===== src/rtl/h_bridge_burst.sv =====
// ----------------------------------------------------------------------------
// h_bridge_burst
//
// Transducer ping-burst generator driving the four gate enables of an
// H-bridge. A burst is N full drive periods, each made of
//     DEAD -> PH_A -> DEAD -> PH_B
// followed by one trailing DEAD, an active-damping interval (both low-side
// switches on), and finally high-Z idle. Dead time is inserted before every
// leg turn-on so that complementary switches on one leg never conduct together.
//
// Parameters
//   CLK_DIV    clk cycles per half drive period (must be > DEAD_TIME)
//   DEAD_TIME  all-off clk cycles inserted before each leg turns on (0 = none)
//   CYCLES_W   width of num_cycles
//   DAMP_W     width of damp_cycles
//
// Ports
//   clk          system clock
//   rst          synchronous, active-high reset
//   start        burst request, honoured only while idle
//   abort        terminate the burst at the next edge, no damping, no done
//   num_cycles   drive periods per burst, latched on an accepted start
//   damp_cycles  damping length in clk cycles, latched on an accepted start
//   busy         high from accepted start until the return to idle
//   tx_active    high during drive and dead states (receiver blanking)
//   done         one-cycle pulse on normal completion (first idle cycle)
//   hlh, hll     left leg high / low gate enables
//   hrh, hrl     right leg high / low gate enables
//
// All outputs are registered and change on the same edge as the state
// register: the output decode works on the next state, not the current one.
// ----------------------------------------------------------------------------
module h_bridge_burst #(
    parameter int CLK_DIV   = 32,
    parameter int DEAD_TIME = 2,
    parameter int CYCLES_W  = 8,
    parameter int DAMP_W    = 16
) (
    input  logic                clk,
    input  logic                rst,
    input  logic                start,
    input  logic                abort,
    input  logic [CYCLES_W-1:0] num_cycles,
    input  logic [DAMP_W-1:0]   damp_cycles,
    output logic                busy,
    output logic                tx_active,
    output logic                done,
    output logic                hlh,
    output logic                hll,
    output logic                hrh,
    output logic                hrl
);

    localparam int TW = $clog2(CLK_DIV + 1);

    // Last timer value of a dead interval / a drive phase. DEAD_LAST is only
    // consulted when DEAD_TIME > 0, so clamp it to keep it well defined.
    localparam logic [TW-1:0] DEAD_LAST = TW'((DEAD_TIME > 0) ? DEAD_TIME - 1 : 0);
    localparam logic [TW-1:0] PH_LAST   = TW'(CLK_DIV - DEAD_TIME - 1);
    localparam logic [TW-1:0] TIMER_ONE = TW'(1);

    // Three distinct dead states so each one knows where it leads; all of them
    // decode to all-gates-off.
    typedef enum logic [2:0] {
        S_IDLE   = 3'd0,
        S_DEAD_A = 3'd1,
        S_PH_A   = 3'd2,
        S_DEAD_B = 3'd3,
        S_PH_B   = 3'd4,
        S_DEAD_T = 3'd5,
        S_DAMP   = 3'd6
    } state_t;

    state_t                state_reg, state_next;
    logic [TW-1:0]         timer_reg, timer_next;
    logic [CYCLES_W-1:0]   cyc_reg, cyc_next;
    logic [CYCLES_W-1:0]   n_lat_reg, n_lat_next;
    logic [DAMP_W-1:0]     damp_lat_reg, damp_lat_next;
    logic [DAMP_W-1:0]     damp_cnt_reg, damp_cnt_next;
    logic                  done_next;

    logic                  busy_reg, busy_next;
    logic                  tx_active_reg, tx_active_next;
    logic                  done_reg;
    logic                  hlh_reg, hlh_next;
    logic                  hll_reg, hll_next;
    logic                  hrh_reg, hrh_next;
    logic                  hrl_reg, hrl_next;

    // One extra bit so the completed-period count can never wrap before the
    // comparison against the latched N.
    logic [CYCLES_W:0]     cyc_inc;

    assign cyc_inc = {1'b0, cyc_reg} + {{CYCLES_W{1'b0}}, 1'b1};

    // ------------------------------------------------------------------
    // State and output register
    // ------------------------------------------------------------------
    always_ff @(posedge clk) begin
        if (rst) begin
            state_reg     <= S_IDLE;
            timer_reg     <= '0;
            cyc_reg       <= '0;
            n_lat_reg     <= '0;
            damp_lat_reg  <= '0;
            damp_cnt_reg  <= '0;
            busy_reg      <= 1'b0;
            tx_active_reg <= 1'b0;
            done_reg      <= 1'b0;
            hlh_reg       <= 1'b0;
            hll_reg       <= 1'b0;
            hrh_reg       <= 1'b0;
            hrl_reg       <= 1'b0;
        end else begin
            state_reg     <= state_next;
            timer_reg     <= timer_next;
            cyc_reg       <= cyc_next;
            n_lat_reg     <= n_lat_next;
            damp_lat_reg  <= damp_lat_next;
            damp_cnt_reg  <= damp_cnt_next;
            busy_reg      <= busy_next;
            tx_active_reg <= tx_active_next;
            done_reg      <= done_next;
            hlh_reg       <= hlh_next;
            hll_reg       <= hll_next;
            hrh_reg       <= hrh_next;
            hrl_reg       <= hrl_next;
        end
    end

    // ------------------------------------------------------------------
    // Next-state logic
    // ------------------------------------------------------------------
    always_comb begin
        state_next    = state_reg;
        timer_next    = timer_reg + TIMER_ONE;
        cyc_next      = cyc_reg;
        n_lat_next    = n_lat_reg;
        damp_lat_next = damp_lat_reg;
        damp_cnt_next = damp_cnt_reg;
        done_next     = 1'b0;

        case (state_reg)
            S_IDLE: begin
                timer_next = '0;
                if (start && !abort) begin
                    n_lat_next    = num_cycles;
                    damp_lat_next = damp_cycles;
                    cyc_next      = '0;
                    damp_cnt_next = '0;
                    if (num_cycles != '0) begin
                        state_next = (DEAD_TIME > 0) ? S_DEAD_A : S_PH_A;
                    end else if (damp_cycles != '0) begin
                        // No drive requested: damping only, no dead interval.
                        state_next = S_DAMP;
                    end else begin
                        // Empty burst: stay idle, report completion at once.
                        done_next = 1'b1;
                    end
                end
            end

            S_DEAD_A: begin
                if (timer_reg == DEAD_LAST) begin
                    state_next = S_PH_A;
                    timer_next = '0;
                end
            end

            S_PH_A: begin
                if (timer_reg == PH_LAST) begin
                    state_next = (DEAD_TIME > 0) ? S_DEAD_B : S_PH_B;
                    timer_next = '0;
                end
            end

            S_DEAD_B: begin
                if (timer_reg == DEAD_LAST) begin
                    state_next = S_PH_B;
                    timer_next = '0;
                end
            end

            S_PH_B: begin
                if (timer_reg == PH_LAST) begin
                    timer_next = '0;
                    cyc_next   = cyc_inc[CYCLES_W-1:0];
                    if (cyc_inc == {1'b0, n_lat_reg}) begin
                        // Last drive period finished.
                        if (DEAD_TIME > 0) begin
                            state_next = S_DEAD_T;
                        end else if (damp_lat_reg != '0) begin
                            state_next = S_DAMP;
                        end else begin
                            state_next = S_IDLE;
                            done_next  = 1'b1;
                        end
                    end else begin
                        state_next = (DEAD_TIME > 0) ? S_DEAD_A : S_PH_A;
                    end
                end
            end

            S_DEAD_T: begin
                if (timer_reg == DEAD_LAST) begin
                    timer_next = '0;
                    if (damp_lat_reg != '0) begin
                        state_next = S_DAMP;
                    end else begin
                        state_next = S_IDLE;
                        done_next  = 1'b1;
                    end
                end
            end

            S_DAMP: begin
                timer_next    = '0;
                damp_cnt_next = damp_cnt_reg + DAMP_W'(1);
                if (damp_cnt_reg == damp_lat_reg - DAMP_W'(1)) begin
                    state_next    = S_IDLE;
                    damp_cnt_next = '0;
                    done_next     = 1'b1;
                end
            end

            default: begin
                state_next = S_IDLE;
                timer_next = '0;
            end
        endcase

        // Abort overrides everything, including a completion in the same cycle.
        if (abort && (state_reg != S_IDLE)) begin
            state_next    = S_IDLE;
            timer_next    = '0;
            damp_cnt_next = '0;
            done_next     = 1'b0;
        end
    end

    // ------------------------------------------------------------------
    // Output decode (from the next state, so it registers alongside it)
    // ------------------------------------------------------------------
    always_comb begin
        busy_next      = 1'b0;
        tx_active_next = 1'b0;
        hlh_next       = 1'b0;
        hll_next       = 1'b0;
        hrh_next       = 1'b0;
        hrl_next       = 1'b0;

        case (state_next)
            S_DEAD_A, S_DEAD_B, S_DEAD_T: begin
                busy_next      = 1'b1;
                tx_active_next = 1'b1;
            end
            S_PH_A: begin
                busy_next      = 1'b1;
                tx_active_next = 1'b1;
                hlh_next       = 1'b1;
                hrl_next       = 1'b1;
            end
            S_PH_B: begin
                busy_next      = 1'b1;
                tx_active_next = 1'b1;
                hll_next       = 1'b1;
                hrh_next       = 1'b1;
            end
            S_DAMP: begin
                // Both low sides on: shorts the transducer to damp ringing.
                busy_next      = 1'b1;
                hll_next       = 1'b1;
                hrl_next       = 1'b1;
            end
            default: begin
                busy_next      = 1'b0;
            end
        endcase
    end

    assign busy      = busy_reg;
    assign tx_active = tx_active_reg;
    assign done      = done_reg;
    assign hlh       = hlh_reg;
    assign hll       = hll_reg;
    assign hrh       = hrh_reg;
    assign hrl       = hrl_reg;

endmodule


===== config.mk =====
export PLATFORM = sky130hd
export DESIGN_NAME = h_bridge_burst
export DESIGN_NICKNAME = d
export VERILOG_FILES = /design/src/rtl/h_bridge_burst.sv
export SDC_FILE = /design/constraint.sdc
export NUM_CORES = 1
export LEC_CHECK = 0
export ABC_AREA = 1
export CAP_MARGIN = 40
export CORE_UTILIZATION = 54
export CTS_CLUSTER_SIZE = 24
export DETAILED_ROUTE_END_ITERATION = 12
export PLACE_DENSITY = 0.87
export SLEW_MARGIN = 40
export SYNTH_ARGS = -nofsm -noshare
export SYNTH_HDL_FRONTEND = slang
export SYNTH_SLANG_ARGS = --single-unit

===== constraint.sdc =====
create_clock -name clk -period 4.5 [get_ports clk]
set_clock_uncertainty 0.15 [all_clocks]
set_input_delay 1.35 -clock clk [delete_from_list [all_inputs] [get_ports clk]]
set_output_delay 1.35 -clock clk [all_outputs]
set_load 0.005 [all_outputs]

==> flow_metrics.py <==
metrics = {
    "detailed_routing": {
        "drt_iter0_drc": 213,
        "routedWlPerCell_um": 13.1,
        "drc": 0,
        "wirelength_um": 9060,
        "route.antenna.remaining_nets": 0,
        "drtPass1Iterations": 6,
        "vias_per_cell": 5.51,
        "vias": 3802,
    },
    "final_layout": {
        "area_growth_pct": 17.0,
        "n_antenna_cell": 0,
        "nFillCells": 639,
        "drive_above_1_share_pct": 8.20,
        "multi_input_area_mm2": 0.00221,
        "ff_latch_area_mm2": 0.00128,
        "fin_nets": 639,
        "mostFrequentLayoutCells": "135 x nand2_1, 90 x nor2_1, 64 x dfxtp_1",
        "final_util_pct": 65.2,
        "layout_commonest_cell": "nand2_1",
        "fin_cells": 690,
    },
    "floorplan": {
        "pin_count": 35,
        "die_area_mm2": 0.00731,
        "core_mm2": 0.00676,
        "start_util_pct": 55.8,
        "die_h_um": 85.5,
        "die_w_um": 85.5,
        "core.rowCount": 30,
    },
    "clocking": {
        "cts.clk_slew.worst_paths_ns": 0.07,
        "cts-root-buf": "clkbuf_8",
        "clock_path_buffers": 2,
        "postCtsSetupBuffers": 0,
        "ctsResizeCount": 0,
        "hold_buffers": 0,
        "cts.sinks": 64,
        "clkLatencyLatePin_ns": 0.35,
        "h-tree-depth": 3,
        "cts_tree": "built",
        "numCtsBuffers": 9,
    },
    "synth": {
        "syn-num-nets": 603,
        "seq_area_frac_synth_pct": 34.0,
        "synth.avg_cell_area_um2": 6.61,
        "yosysTopAreaCell": "dfxtp_1",
        "syn_inst": 570,
        "synth_cell_types": 37,
        "syn_area_mm2": 0.00377,
        "yosysTopAreaCellShare_pct": 34.0,
        "synth-seq-cells": 64,
        "synthTopCellsByArea": "dfxtp_1 34%, nand2_1 13%, nor2_1 9.0%",
        "yosys_warnings": 0,
    },
    "timing": {
        "max_freq_mhz": 292,
        "setup_viol": 0,
        "post-route-period-util_pct": 76.1,
        "worst_pin_slew_ns": 0.733,
        "setup_ws_ns": 1.08,
        "rsz0062_at_grt": "false",
        "finalHoldViolCount": 0,
        "tns_ns": 0,
        "layout_min_cycle_time_ns": 3.42,
        "drv_slew": 0,
        "relSlewSlack_pct": 50.9,
    },
    "worst_hold_path": {
        "whs_path_depth": 1,
        "hold_class": "register to register",
    },
    "outcome": {
        "status": "complete, no violations",
    },
    "placement": {
        "dp_slack_ns": 0.747,
        "dp_hpwl_um": 6760,
        "port_buffers": 34,
        "place_inst": 675,
        "place_congestion": 0.864,
    },
    "worst_setup_path": {
        "crit_type": "input pin to register",
        "ff2ff_path_depth": 10,
        "crit_family": "simple AND/OR/NAND/NOR gates",
        "crit_path_end_kind": "register",
        "critPathLaunchType": "input pin",
        "cp.depth": 9,
        "crit_path_frequent_cell": "nand2_1",
        "cpMaxStageDelayCell": "nor2_1",
        "crit_arrival_ns": 3.55,
        "crit_chain": "clkdlybuf4s50_1 -> inv_1 -> nand2_1 -> nor2_4 -> nor2_1 -> clkinv_1 -> nand2_1 -> nand2_2 -> a21oi_1",
        "crit_fanout": 17,
        "cp.required_ns": 4.63,
        "worst-path-buf-inv": 3,
        "slowest_delay_ns": 0.55,
    },
    "global_route": {
        "grt_pass1_vias": 3702,
        "antenna_found_initial": 0,
        "grt_pass1_wl_um": 15900,
        "grt_max_degree": 37,
        "track_usage_pct": 26.9,
        "overflow": 0,
    },
    "pwr": {
        "p_per_area_mw_per_mm2": 331,
        "p_leak_uw": 0.00183,
        "power_uw": 1460,
        "max-vdd-ir-drop_mv": 0.183,
    },
    "run": {
        "max_cap_violations": 0,
    },
}
-- routing by layer --
metal	global-route usage [%]	part of all wire (%)	up-vias
met5	0	0	-
met3	5.39	5.6	24
li1	-	-	1907
met4	11.4	2.5	0
met2	48.9	50	132
met1	30.7	42	1739
-- stage by stage --
stage	instance area, µm²	hold WS, ns
6_report	4410	0.322
5_1_grt	4410	0.363
3_5_place_dp	4170	0.314
3_3_place_gp	4170	0.298
2_1_floorplan	3770	0.283
4_1_cts	4410	0.332
-- power breakdown --
| part | internal [µW] | switching, µW | leakage (µW) | total [µW] |
|---|---|---|---|---|
| clock | 364 | 231 | 0.000119 | 595 |
| combinational | 97.8 | 155 | 0.00119 | 253 |
| sequential | 588 | 22.1 | 0.000521 | 610 |
| total | 1050 | 408 | 0.00183 | 1460 |
-- layout make-up --
cell class / instances / share of cell area [%]
clock inverters: 6 / 2.47
multi-input cells: 432 / 50.1
clock buffers: 9 / 2.81
well taps: 80 / 2.27
flip-flops and latches: 64 / 29.1
inverters: 65 / 5.54
repair buffers: 34 / 7.72
-- cell families (layout without fill, tap and decap cells) --
family	after synthesis	in the layout	synth area share (%)
buf+inv	74	114	7.37
compound gates	76	76	10.7
xor+xnor	23	23	5.35
flops	64	64	34.0
fa+ha+maj	5	5	1.66
simple gates	328	328	40.9
-- worst register-to-register path: cells and delay by family, from the launching register on --
family,cells,cell delay [ns]
AND/OR/NAND/NOR,6,1.46
flip-flops,1,0.37
adder cells (fa/ha/maj),1,0.16
buffers and inverters,2,0.15
AO/OA/AOI/OAI,1,0.07
-- path summary, 6_finish.rpt --
kind                           end  slack [ns]         start
setup / recovery  damp_cnt_reg[15]        1.08         abort
hold / removal        timer_reg[0]        0.32  timer_reg[0]
setup reg to reg        cyc_reg[7]        2.02  timer_reg[0]
hold reg to reg       timer_reg[0]        0.32  timer_reg[0]
-- cells in the mapped netlist --
master / number
inv_2: 5
nand4_1: 10
a21o_1: 1
nand3_1: 45
nand2_4: 3
o211a_1: 1
or2_2: 2
or2_1: 1
nand2_8: 1
nor4_1: 3
nand3_4: 1
nor2_2: 6
ha_1: 5
dfxtp_1: 64
o31ai_1: 1
a21oi_2: 1
inv_1: 59
nand3b_1: 7
nor3b_1: 1
nor2_4: 7
o21ai_1: 1
a31oi_1: 4
xnor2_1: 8
nor3_1: 7
nand2_2: 3
a21oi_1: 30
nor2_8: 1
o22ai_1: 1
nand3_2: 2
nand2_1: 135
clkbuf_1: 9
nor3_2: 3
nor2_1: 90
o21ai_0: 35
clkinv_1: 1
o21a_1: 1
xor2_1: 15
Power figures use the tool's default switching activity.
